$ cat src/rtl/pipe_hazard_unit_pkg.sv
// pipe_hazard_unit_pkg: shared types and constants for the pipeline hazard unit
package pipe_hazard_unit_pkg;
    localparam int REG_AW_DEF = 4;
    localparam int REG_AW_MAX = 8;
    localparam int SEL_RF     = 0;

    // One tracked in-flight instruction; rd is sized for the widest supported register file
    typedef struct packed {
        logic                  v;
        logic                  wen;
        logic [REG_AW_MAX-1:0] rd;
        logic                  load;
    } entry_t;
endpackage

$ cat src/rtl/pipe_hazard_unit_if.sv
// pipe_hazard_unit_if: decode-side request and hazard-unit response bundle
interface pipe_hazard_unit_if
    import pipe_hazard_unit_pkg::*;
#(
    parameter int REG_AW = REG_AW_DEF,
    parameter int DEPTH  = 3,
    parameter int CNT_W  = 16
);
    localparam int SW = $clog2(DEPTH + 1);

    logic              id_valid;
    logic [REG_AW-1:0] id_rs1;
    logic [REG_AW-1:0] id_rs2;
    logic              id_use1;
    logic              id_use2;
    logic              id_wen;
    logic [REG_AW-1:0] id_rd;
    logic              id_load;
    logic              hold;
    logic              flush;
    logic              stall_id;
    logic [SW-1:0]     fwd1_sel;
    logic [SW-1:0]     fwd2_sel;
    logic [SW-1:0]     inflight;
    logic [CNT_W-1:0]  stall_cnt;

    modport master (
        output id_valid, id_rs1, id_rs2, id_use1, id_use2, id_wen, id_rd, id_load, hold, flush,
        input  stall_id, fwd1_sel, fwd2_sel, inflight, stall_cnt
    );

    modport slave (
        input  id_valid, id_rs1, id_rs2, id_use1, id_use2, id_wen, id_rd, id_load, hold, flush,
        output stall_id, fwd1_sel, fwd2_sel, inflight, stall_cnt
    );
endinterface

$ cat src/rtl/pipe_hazard_unit_hazard_match.sv
// hazard_match: youngest in-flight producer of one source register and whether it can forward
module hazard_match
    import pipe_hazard_unit_pkg::*;
#(
    parameter int DEPTH   = 3,
    parameter int R0_ZERO = 1,
    parameter int SW      = 2
) (
    input  entry_t [DEPTH-1:0]      ent,
    input  logic [REG_AW_MAX-1:0]   rs,
    input  logic                    use_src,
    output logic                    hit,
    output logic                    ready,
    output logic [SW-1:0]           sel
);
    // Scan oldest to youngest so the youngest matching stage has the last word
    always_comb begin
        hit   = 1'b0;
        ready = 1'b0;
        sel   = SW'(SEL_RF);
        for (int k = DEPTH - 1; k >= 0; k--) begin
            if (ent[k].v && ent[k].wen && ent[k].rd == rs && use_src && !(R0_ZERO != 0 && rs == '0)) begin
                hit   = 1'b1;
                ready = !ent[k].load || k >= 1;
                sel   = SW'(k + 1);
            end
        end
    end
endmodule

$ cat src/rtl/pipe_hazard_unit.sv
// pipe_hazard_unit: tracks in-flight writers, decides decode stall and operand forwarding
module pipe_hazard_unit
    import pipe_hazard_unit_pkg::*;
#(
    parameter int REG_AW  = REG_AW_DEF,
    parameter int DEPTH   = 3,
    parameter int FWD_EN  = 1,
    parameter int R0_ZERO = 1,
    parameter int CNT_W   = 16
) (
    input logic               clk,
    input logic               rst_n,
    pipe_hazard_unit_if.slave bus
);
    localparam int SW = $clog2(DEPTH + 1);

    entry_t [DEPTH-1:0] ent_q, ent_d;
    logic [CNT_W-1:0]   stall_cnt_q, stall_cnt_d;
    logic               hit1, hit2, rdy1, rdy2, stall;
    logic [SW-1:0]      sel1, sel2, inflight;

    hazard_match #(.DEPTH(DEPTH), .R0_ZERO(R0_ZERO), .SW(SW)) u_match1 (
        .ent(ent_q), .rs(REG_AW_MAX'(bus.id_rs1)), .use_src(bus.id_use1),
        .hit(hit1), .ready(rdy1), .sel(sel1)
    );

    hazard_match #(.DEPTH(DEPTH), .R0_ZERO(R0_ZERO), .SW(SW)) u_match2 (
        .ent(ent_q), .rs(REG_AW_MAX'(bus.id_rs2)), .use_src(bus.id_use2),
        .hit(hit2), .ready(rdy2), .sel(sel2)
    );

    // Zero-latency stall/forward decision; flush or an empty decode slot never stalls
    always_comb begin
        stall = bus.id_valid && !bus.flush &&
                (FWD_EN != 0 ? (hit1 && !rdy1) || (hit2 && !rdy2) : hit1 || hit2);
        bus.stall_id = stall;
        bus.fwd1_sel = (FWD_EN != 0 && bus.id_valid && hit1 && rdy1) ? sel1 : SW'(SEL_RF);
        bus.fwd2_sel = (FWD_EN != 0 && bus.id_valid && hit2 && rdy2) ? sel2 : SW'(SEL_RF);
        bus.stall_cnt = stall_cnt_q;
    end

    // Count tracked entries that will still write the register file
    always_comb begin
        inflight = '0;
        for (int k = 0; k < DEPTH; k++) inflight += SW'(ent_q[k].v && ent_q[k].wen);
        bus.inflight = inflight;
    end

    // Advance the tracker one stage per unfrozen cycle; stalls and flushes inject a bubble
    always_comb begin
        ent_d       = ent_q;
        stall_cnt_d = stall_cnt_q;
        if (!bus.hold) begin
            for (int k = DEPTH - 1; k > 0; k--) ent_d[k] = ent_q[k-1];
            ent_d[0] = '0;
            if (bus.id_valid && !stall && !bus.flush)
                ent_d[0] = '{v: 1'b1, wen: bus.id_wen, rd: REG_AW_MAX'(bus.id_rd), load: bus.id_load};
            if (stall && stall_cnt_q != '1) stall_cnt_d = stall_cnt_q + CNT_W'(1);
        end
    end

    // State registers with asynchronous clear
    always_ff @(posedge clk or negedge rst_n) begin
        if (!rst_n) begin
            ent_q       <= '0;
            stall_cnt_q <= '0;
        end else begin
            ent_q       <= ent_d;
            stall_cnt_q <= stall_cnt_d;
        end
    end
endmodule

$ cat src/flat_wrapper.sv
// flat-port wrapper written by rule: the top's interface ports become plain ports
module pipe_hazard_unit_flat import pipe_hazard_unit_pkg::*;
#(
    parameter int REG_AW  = REG_AW_DEF,
    parameter int DEPTH   = 3,
    parameter int FWD_EN  = 1,
    parameter int R0_ZERO = 1,
    parameter int CNT_W   = 16
)
  (clk, rst_n, bus_id_valid, bus_id_rs1, bus_id_rs2, bus_id_use1, bus_id_use2, bus_id_wen, bus_id_rd, bus_id_load, bus_hold, bus_flush, bus_stall_id, bus_fwd1_sel, bus_fwd2_sel, bus_inflight, bus_stall_cnt);
  pipe_hazard_unit_if #(.REG_AW(REG_AW), .DEPTH(DEPTH), .CNT_W(CNT_W)) bus_i ();
  input logic clk;
  input logic rst_n;
  input wire logic [$bits(bus_i.id_valid)-1:0] bus_id_valid;
  input wire logic [$bits(bus_i.id_rs1)-1:0] bus_id_rs1;
  input wire logic [$bits(bus_i.id_rs2)-1:0] bus_id_rs2;
  input wire logic [$bits(bus_i.id_use1)-1:0] bus_id_use1;
  input wire logic [$bits(bus_i.id_use2)-1:0] bus_id_use2;
  input wire logic [$bits(bus_i.id_wen)-1:0] bus_id_wen;
  input wire logic [$bits(bus_i.id_rd)-1:0] bus_id_rd;
  input wire logic [$bits(bus_i.id_load)-1:0] bus_id_load;
  input wire logic [$bits(bus_i.hold)-1:0] bus_hold;
  input wire logic [$bits(bus_i.flush)-1:0] bus_flush;
  output wire logic [$bits(bus_i.stall_id)-1:0] bus_stall_id;
  output wire logic [$bits(bus_i.fwd1_sel)-1:0] bus_fwd1_sel;
  output wire logic [$bits(bus_i.fwd2_sel)-1:0] bus_fwd2_sel;
  output wire logic [$bits(bus_i.inflight)-1:0] bus_inflight;
  output wire logic [$bits(bus_i.stall_cnt)-1:0] bus_stall_cnt;
  assign bus_i.id_valid = bus_id_valid;
  assign bus_i.id_rs1 = bus_id_rs1;
  assign bus_i.id_rs2 = bus_id_rs2;
  assign bus_i.id_use1 = bus_id_use1;
  assign bus_i.id_use2 = bus_id_use2;
  assign bus_i.id_wen = bus_id_wen;
  assign bus_i.id_rd = bus_id_rd;
  assign bus_i.id_load = bus_id_load;
  assign bus_i.hold = bus_hold;
  assign bus_i.flush = bus_flush;
  assign bus_stall_id = bus_i.stall_id;
  assign bus_fwd1_sel = bus_i.fwd1_sel;
  assign bus_fwd2_sel = bus_i.fwd2_sel;
  assign bus_inflight = bus_i.inflight;
  assign bus_stall_cnt = bus_i.stall_cnt;
  pipe_hazard_unit #(.REG_AW(REG_AW), .DEPTH(DEPTH), .FWD_EN(FWD_EN), .R0_ZERO(R0_ZERO), .CNT_W(CNT_W)) u_core (.clk(clk), .rst_n(rst_n), .bus(bus_i));
endmodule
$ cat config.mk
export PLATFORM = sky130hd
export DESIGN_NAME = pipe_hazard_unit_flat
export DESIGN_NICKNAME = d
export VERILOG_FILES = /design/src/rtl/pipe_hazard_unit_pkg.sv /design/src/rtl/pipe_hazard_unit_if.sv /design/src/rtl/pipe_hazard_unit_hazard_match.sv /design/src/rtl/pipe_hazard_unit.sv /design/src/flat_wrapper.sv
export SDC_FILE = /design/constraint.sdc
export NUM_CORES = 1
export LEC_CHECK = 0
export ABC_AREA = 1
export CAP_MARGIN = 20
export CORE_ASPECT_RATIO = 1.5
export CORE_MARGIN = 3
export CORE_UTILIZATION = 30
export CTS_CLUSTER_DIAMETER = 120
export CTS_CLUSTER_SIZE = 14
export DETAILED_ROUTE_END_ITERATION = 16
export SYNTH_ARGS = -nofsm -noshare
export SYNTH_HDL_FRONTEND = slang
export SYNTH_SLANG_ARGS = --single-unit
$ cat constraint.sdc
create_clock -name clk -period 1.6 [get_ports clk]
set_clock_uncertainty 0.15 [all_clocks]
set_input_delay 0.16 -clock clk [delete_from_list [all_inputs] [get_ports clk]]
set_output_delay 0.16 -clock clk [all_outputs]
set_load 0.05 [all_outputs]
After elaboration in Yosys (flattened, before gate mapping)
Index checks and enable logic that the tools add are counted.

Bitwise operators: 1. Multiplexer cells: 17. Add/subtract/negate cells: 3. Reduce and logical (&&, ||, !) cells: 43. Equal/unequal tests: 7.

Operator list (number): equality test 8 x 4 -> 1 bit (6); logical AND 1 bit (32); adder 16 x 1 -> 16 bit (second input constant) (1); logical NOT 8 bit (2); 2-to-1 mux 2 bit (8); != test 16 bit (second input constant) (1); 2-to-1 mux 11 bit (1); 2-to-1 mux 1 bit (8); logical NOT 1 bit (7); adder 1 x 1 -> 2 bit (1); adder 2 x 1 -> 2 bit (1); AND reduction 2 bit (1); logical OR 1 bit (1); inverter 1 bit (1).

Word-level logic and storage cells: 82. Register bits: 47. Input port bits: 21.

Depth between registers and ports, before layout
Word-level depth: 15. Mapped depth: 12. Gate-level depth less buffers: 11.

Cells and area by module
From an unflattened synthesis, not the netlist that was laid out.

Cell total of the unflattened synthesis: 432. Area total of the unflattened synthesis: 3020.4 um2.

Modules (own cells, without submodules): pipe_hazard_unit (area each 2054.5 um2, times used 1, cells each 256); hazard_match (area each 483.0 um2, times used 2, cells each 88).

Worst setup path before layout
Ideal clock, no wire load.

Kind: register to output. Start point: reg u_core.ent_q[1] (netlist name). End point: out bus_stall_id. Data required time: 1.290 ns. Data arrival time: 2.057 ns. Stages on the path, launching flop included: 9. Path slack: -0.767 ns. Cell sequence: dfrtp_1 > inv_1 > nand2_1 > nand2_2 > nor2_2 > nand3_2 > nand2_4 > nand2_1 > nor3_1.

Longest elaborated chain between the ends: 9. Elaborated cells between the ends (all ways): 18. Those cells by class: 2 x eq/ne; 4 x mux; 12 x reduce/logical.

RTL lines: start, declared (line pipe_hazard_unit.sv:17) `entry_t [DEPTH-1:0] ent_q, ent_d;`; start signal, assigned (line pipe_hazard_unit.sv:68) `ent_q <= ent_d;`; equality test 8 x 4 -> 1 bit (line pipe_hazard_unit_hazard_match.sv:22) `if (ent[k].v && ent[k].wen && ent[k].rd == rs && use_src && !(R0_ZERO != 0 && rs == '0)) begin`; logical AND 1 bit (3 in series) (line pipe_hazard_unit_hazard_match.sv:22); 2-to-1 mux 1 bit (line pipe_hazard_unit_hazard_match.sv:22); logical NOT 1 bit (line pipe_hazard_unit.sv:35) `(FWD_EN != 0 ? (hit1 && !rdy1) || (hit2 && !rdy2) : hit1 || hit2);`; logical AND 1 bit (line pipe_hazard_unit.sv:35); logical OR 1 bit (*) (line pipe_hazard_unit.sv:35); logical AND 1 bit (*) (line pipe_hazard_unit.sv:34) `stall = bus.id_valid && !bus.flush &&`; end, declared (line flat_wrapper.sv:24) `output wire logic [$bits(bus_i.stall_id)-1:0] bus_stall_id;`.

Mark *: on every way between the ends. The rest lies on a longest branch, timed or not.

Worst setup path in the final report
Start point: reg u_core.ent_q[14] (netlist name). End point: out bus_fwd1_sel[1].

Longest elaborated chain between the ends: 9. Elaborated cells between the ends (all ways): 12. Those cells by class: 1 x eq/ne; 6 x mux; 5 x reduce/logical.

RTL lines: equality test 8 x 4 -> 1 bit (*) (line pipe_hazard_unit_hazard_match.sv:22); logical AND 1 bit (*) (3 in series) (line pipe_hazard_unit_hazard_match.sv:22); 2-to-1 mux 1 bit (2 in series) (line pipe_hazard_unit_hazard_match.sv:22); logical AND 1 bit (2 in series) (line pipe_hazard_unit.sv:37) `bus.fwd1_sel = (FWD_EN != 0 && bus.id_valid && hit1 && rdy1) ? sel1 : SW'(SEL_RF);`; 2-to-1 mux 2 bit (*) (line pipe_hazard_unit.sv:37); end, declared (line flat_wrapper.sv:25) `output wire logic [$bits(bus_i.fwd1_sel)-1:0] bus_fwd1_sel;`.

Marks and branches as above.

==> out/results.txt <==
After detailed routing, the number of remaining DRC violations is 0. Class of the worst hold path: in -> async. The path depth of the worst reg2reg path was 14; the number of antenna violations at the first check in global routing was 0.

The H-tree depth is 2. Global routing used 16.5% of the available tracks across all layers. The number of antenna-violating nets in the routed design is 0, and the number of detailed-routing iterations run before antenna repair is 4.

The transition at the pin with the smallest max-transition slack works out to 350 ps. TritonCTS built the clock tree. The library cells used most frequently in the layout, excluding fill and tap cells, are nand2_1 (123), buf_4 (46), dfrtp_1 (27), inv_1 (26), buf_12 (26). The total leakage power was 1.83 nW.

The critical path is of the reg -> out type. Slowest stage cell on the critical path: dfrtp_1. STA classifies the critical path endpoint as a primary output.

In this run, placement finished with an instance count of 518. The first global-routing pass estimated 11,600 um of wire. The shortest clock period the worst path allows after layout is 2010 ps.

Data arrives at the worst endpoint at 1700 ps. Setup repair after global routing could not meet its margin everywhere. Clock tree synthesis inserted a total of 5 buffers. A synthesized cell averages 6.99 um2. The total area inside the core boundary comes to 7370 um2. The post-detailed-placement half-perimeter wirelength came out at 5210 um.

The most common library cell in the layout ignoring fill and taps was nand2_1. Across the run, the number of max-cap violations was 0. The global placer's final weighted congestion was 0.905.

The maximum ir drop on the vdd rail was 298 uV. The detailed router finished its first iteration with 65 violations. In this run the deepest clock path goes through 2 buffers.

The floorplan step set the die width to 77.8 um. Least setup slack across all paths after layout: -411 ps. Setup violations remaining at the end of the flow were counted as 23.

The run gives 2,449 as the via count. Final wirelength: 6890 um. Pin placement for this block handled 44 I/O pins.

At the end of the flow, the number of nets in the layout was 458. In this run, post-CTS hold repair placed 0 buffers. After global routing the overflow that remains totals 0. For the max-slew violation count, the log shows 0.

The area enclosed by the die boundary was 8850 um2. The starting density of the core is 31.5%, and the stage delay of the slowest cell on the critical path is 430 ps. In the final timing run, aggregate negative setup slack is -5800 ps. The mapped netlist covers 2320 um2. The share of the Yosys chip area taken by registers is 37.7%. The post-synthesis register bit count is 35.

The tools report the number of filler cells placed in the layout as 665. The later pin in the worst-skew pair is clocked with a latency of 280 ps. Derived from the worst setup path, the maximum achievable clock frequency is 497 MHz. Walking the worst path, the cells encountered are inv_2, nand2_1, nand4_1, or3_4, a21oi_4, buf_12.

Last element of the critical path: bus_fwd1_sel[1]. The register-to-register path setup slack was -250 ps. The maximum fanout count along the critical path is 4. The endpoint identified for the worst register-to-register timing path is u_core.bus.stall_cnt[6]$_DFFE_PN0P_.

Yosys mapped the design onto 26 distinct sky130hd cell types. CTS placed an instance of clkbuf_8 at the clock tree root. For this design the ratio of total power to cell area is 560 nW/um2. Yosys printed 0 warnings. The run gives 35 as the number of clock sinks seen by CTS. The final critical path takes up 126% of the cycle. In the routed layout, each cell is associated on average with a via count of 4.57.

The tools report the endpoint required time on the critical path as 1290 ps. The relative slew slack is 76.6%. The die is 114 um tall. After the flow finishes, the layout carries non-filler instances totaling 536. The run gives 0 as the count of endpoints failing hold in the final timing report. The flow ran to the end, but the final reports show violations.

The checks that failed: negative setup slack. The fraction of final layout cells sized beyond drive strength 1 came out at 37.2%. The area growth from synthesis to layout is 67.7%.

The tools report the number of global-route vias before repair as 2,615. The critical path launch point was u_core.ent_q[14]$_DFFE_PN0N_. The repair_antennas step left the layout with diodes totalling 0. Entering global routing, the biggest net connects 36 pins. The number of rows in the core area was 38. STA classifies the critical path startpoint as a flop. The cell count after synthesis came out at 332. The startpoint identified for the worst register-to-register timing path is u_core.ent_q[4]$_DFFE_PN0N_.

The number of buffers inserted by port buffering was 43; the number of buffers and inverters on the critical path was 2. The number of nets produced by synthesis came out at 355. After clock tree synthesis, the clock-pin slew on the worst setup and hold paths is 70 ps. Among cell families on the critical path, the largest total delay comes from simple AND/OR/NAND/NOR gates. The wire length per cell after detailed routing is 12.9 um. Cells fill 52.9% of the core in the end. The logic depth of the worst path, buffers included works out to 6.
-- worst min-delay path by stage --
stage	depth (start not counted)	startpoint	endpoint
detailed placement	2	u_core.ent_q[31]$_DFFE_PN0N_	u_core.ent_q[31]$_DFFE_PN0N_
global placement	2	u_core.ent_q[31]$_DFFE_PN0N_	u_core.ent_q[31]$_DFFE_PN0N_
floorplan	0	rst_n	u_core.bus.stall_cnt[0]$_DFFE_PN0P_
CTS	2	rst_n	u_core.ent_q[20]$_DFFE_PN0N_
global route	2	rst_n	u_core.bus.stall_cnt[15]$_DFFE_PN0P_
finish	2	rst_n	u_core.bus.stall_cnt[15]$_DFFE_PN0P_
-- synth_stat cells --
library cell	count	area share, %
nand2_1	130	21
nand3_4	2	1.5
xnor2_1	7	2.6
nand3_2	1	0.43
inv_1	35	5.7
nor2_2	2	0.54
inv_2	6	0.97
nor2_4	4	1.9
o21ai_0	20	4.3
a21oi_1	5	1.1
dfrtp_1	35	38
o22ai_1	2	0.54
buf_6	2	0.97
nand4_1	8	2.2
fa_1	1	0.86
xor2_1	10	3.8
nor2_1	22	3.6
ha_1	1	0.54
nor3_4	1	0.70
nand2_4	1	0.48
nand3_1	18	3.9
nand4_2	1	0.54
nand2_2	7	1.9
clkbuf_1	2	0.32
or3_1	1	0.27
nor3_1	8	1.7
-- flip-flops by register name (all words and copies together) (netlist names) --
| name | cells |
|---|---|
| u_core.ent_q | 19 |
| u_core.bus.stall_cnt | 16 |
-- repair_timing --
item	4_1_cts	5_1_grt
pin swaps	15	12
cloned	1	0
setup endpoints to repair	30	30
setup buffers	6	4
gates resized for setup	32	32
-- kinds of logic after synthesis --
| family | after synthesis | synth area share (%) |
|---|---|---|
| buffers and inverters | 45 | 7.92 |
| XOR/XNOR | 17 | 6.41 |
| AND/OR/NAND/NOR | 206 | 40.6 |
| AO/OA/AOI/OAI | 27 | 5.93 |
| adder cells (fa/ha/maj) | 2 | 1.40 |
| flip-flops | 35 | 37.7 |
-- per-layer routing --
metal  vias to the layer above  share of wire [%]  GRT usage [%]
li1                       1244                  -              -
met1                      1128                 39           17.6
met2                        64                 55           31.2
met3                        13                4.1           2.21
met4                         0                2.4           7.96
met5                         -                  0              0
-- stage by stage --
| step | power, W | area [um2] | hold slack, ps | worst slack (ps) |
|---|---|---|---|---|
| finish | 0.00218 | 3890 | 82.0 | -411 |
| global route | 0.00230 | 3890 | 112 | -463 |
| CTS | 0.00220 | 3780 | 90.9 | -412 |
| detailed placement | 0.00133 | 3560 | 344 | -475 |
| global placement | 0.00132 | 3560 | 340 | -489 |
| floorplan | 0.00113 | 2410 | -286 | -192 |
-- report_power, final --
group	total, W	internal [W]	leakage [nW]	switching, W
Combinational	0.000385	0.000172	1.31	0.000213
Clock	0.000837	0.000504	0.0612	0.000333
Sequential	0.000959	0.000920	0.465	0.0000385
-- final cells by class --
type / count / area [um2] / share of cell area, %
inverter: 41 / 154 / 3.95
clock inverter: 2 / 35.0 / 0.899
tap: 100 / 125 / 3.21
timing repair buffer: 100 / 1160 / 29.9
sequential: 35 / 886 / 22.7
clock buffer: 6 / 82.6 / 2.12
multi-input combinational: 252 / 1450 / 37.2
Note: power is estimated with default switching activity, not from simulation.
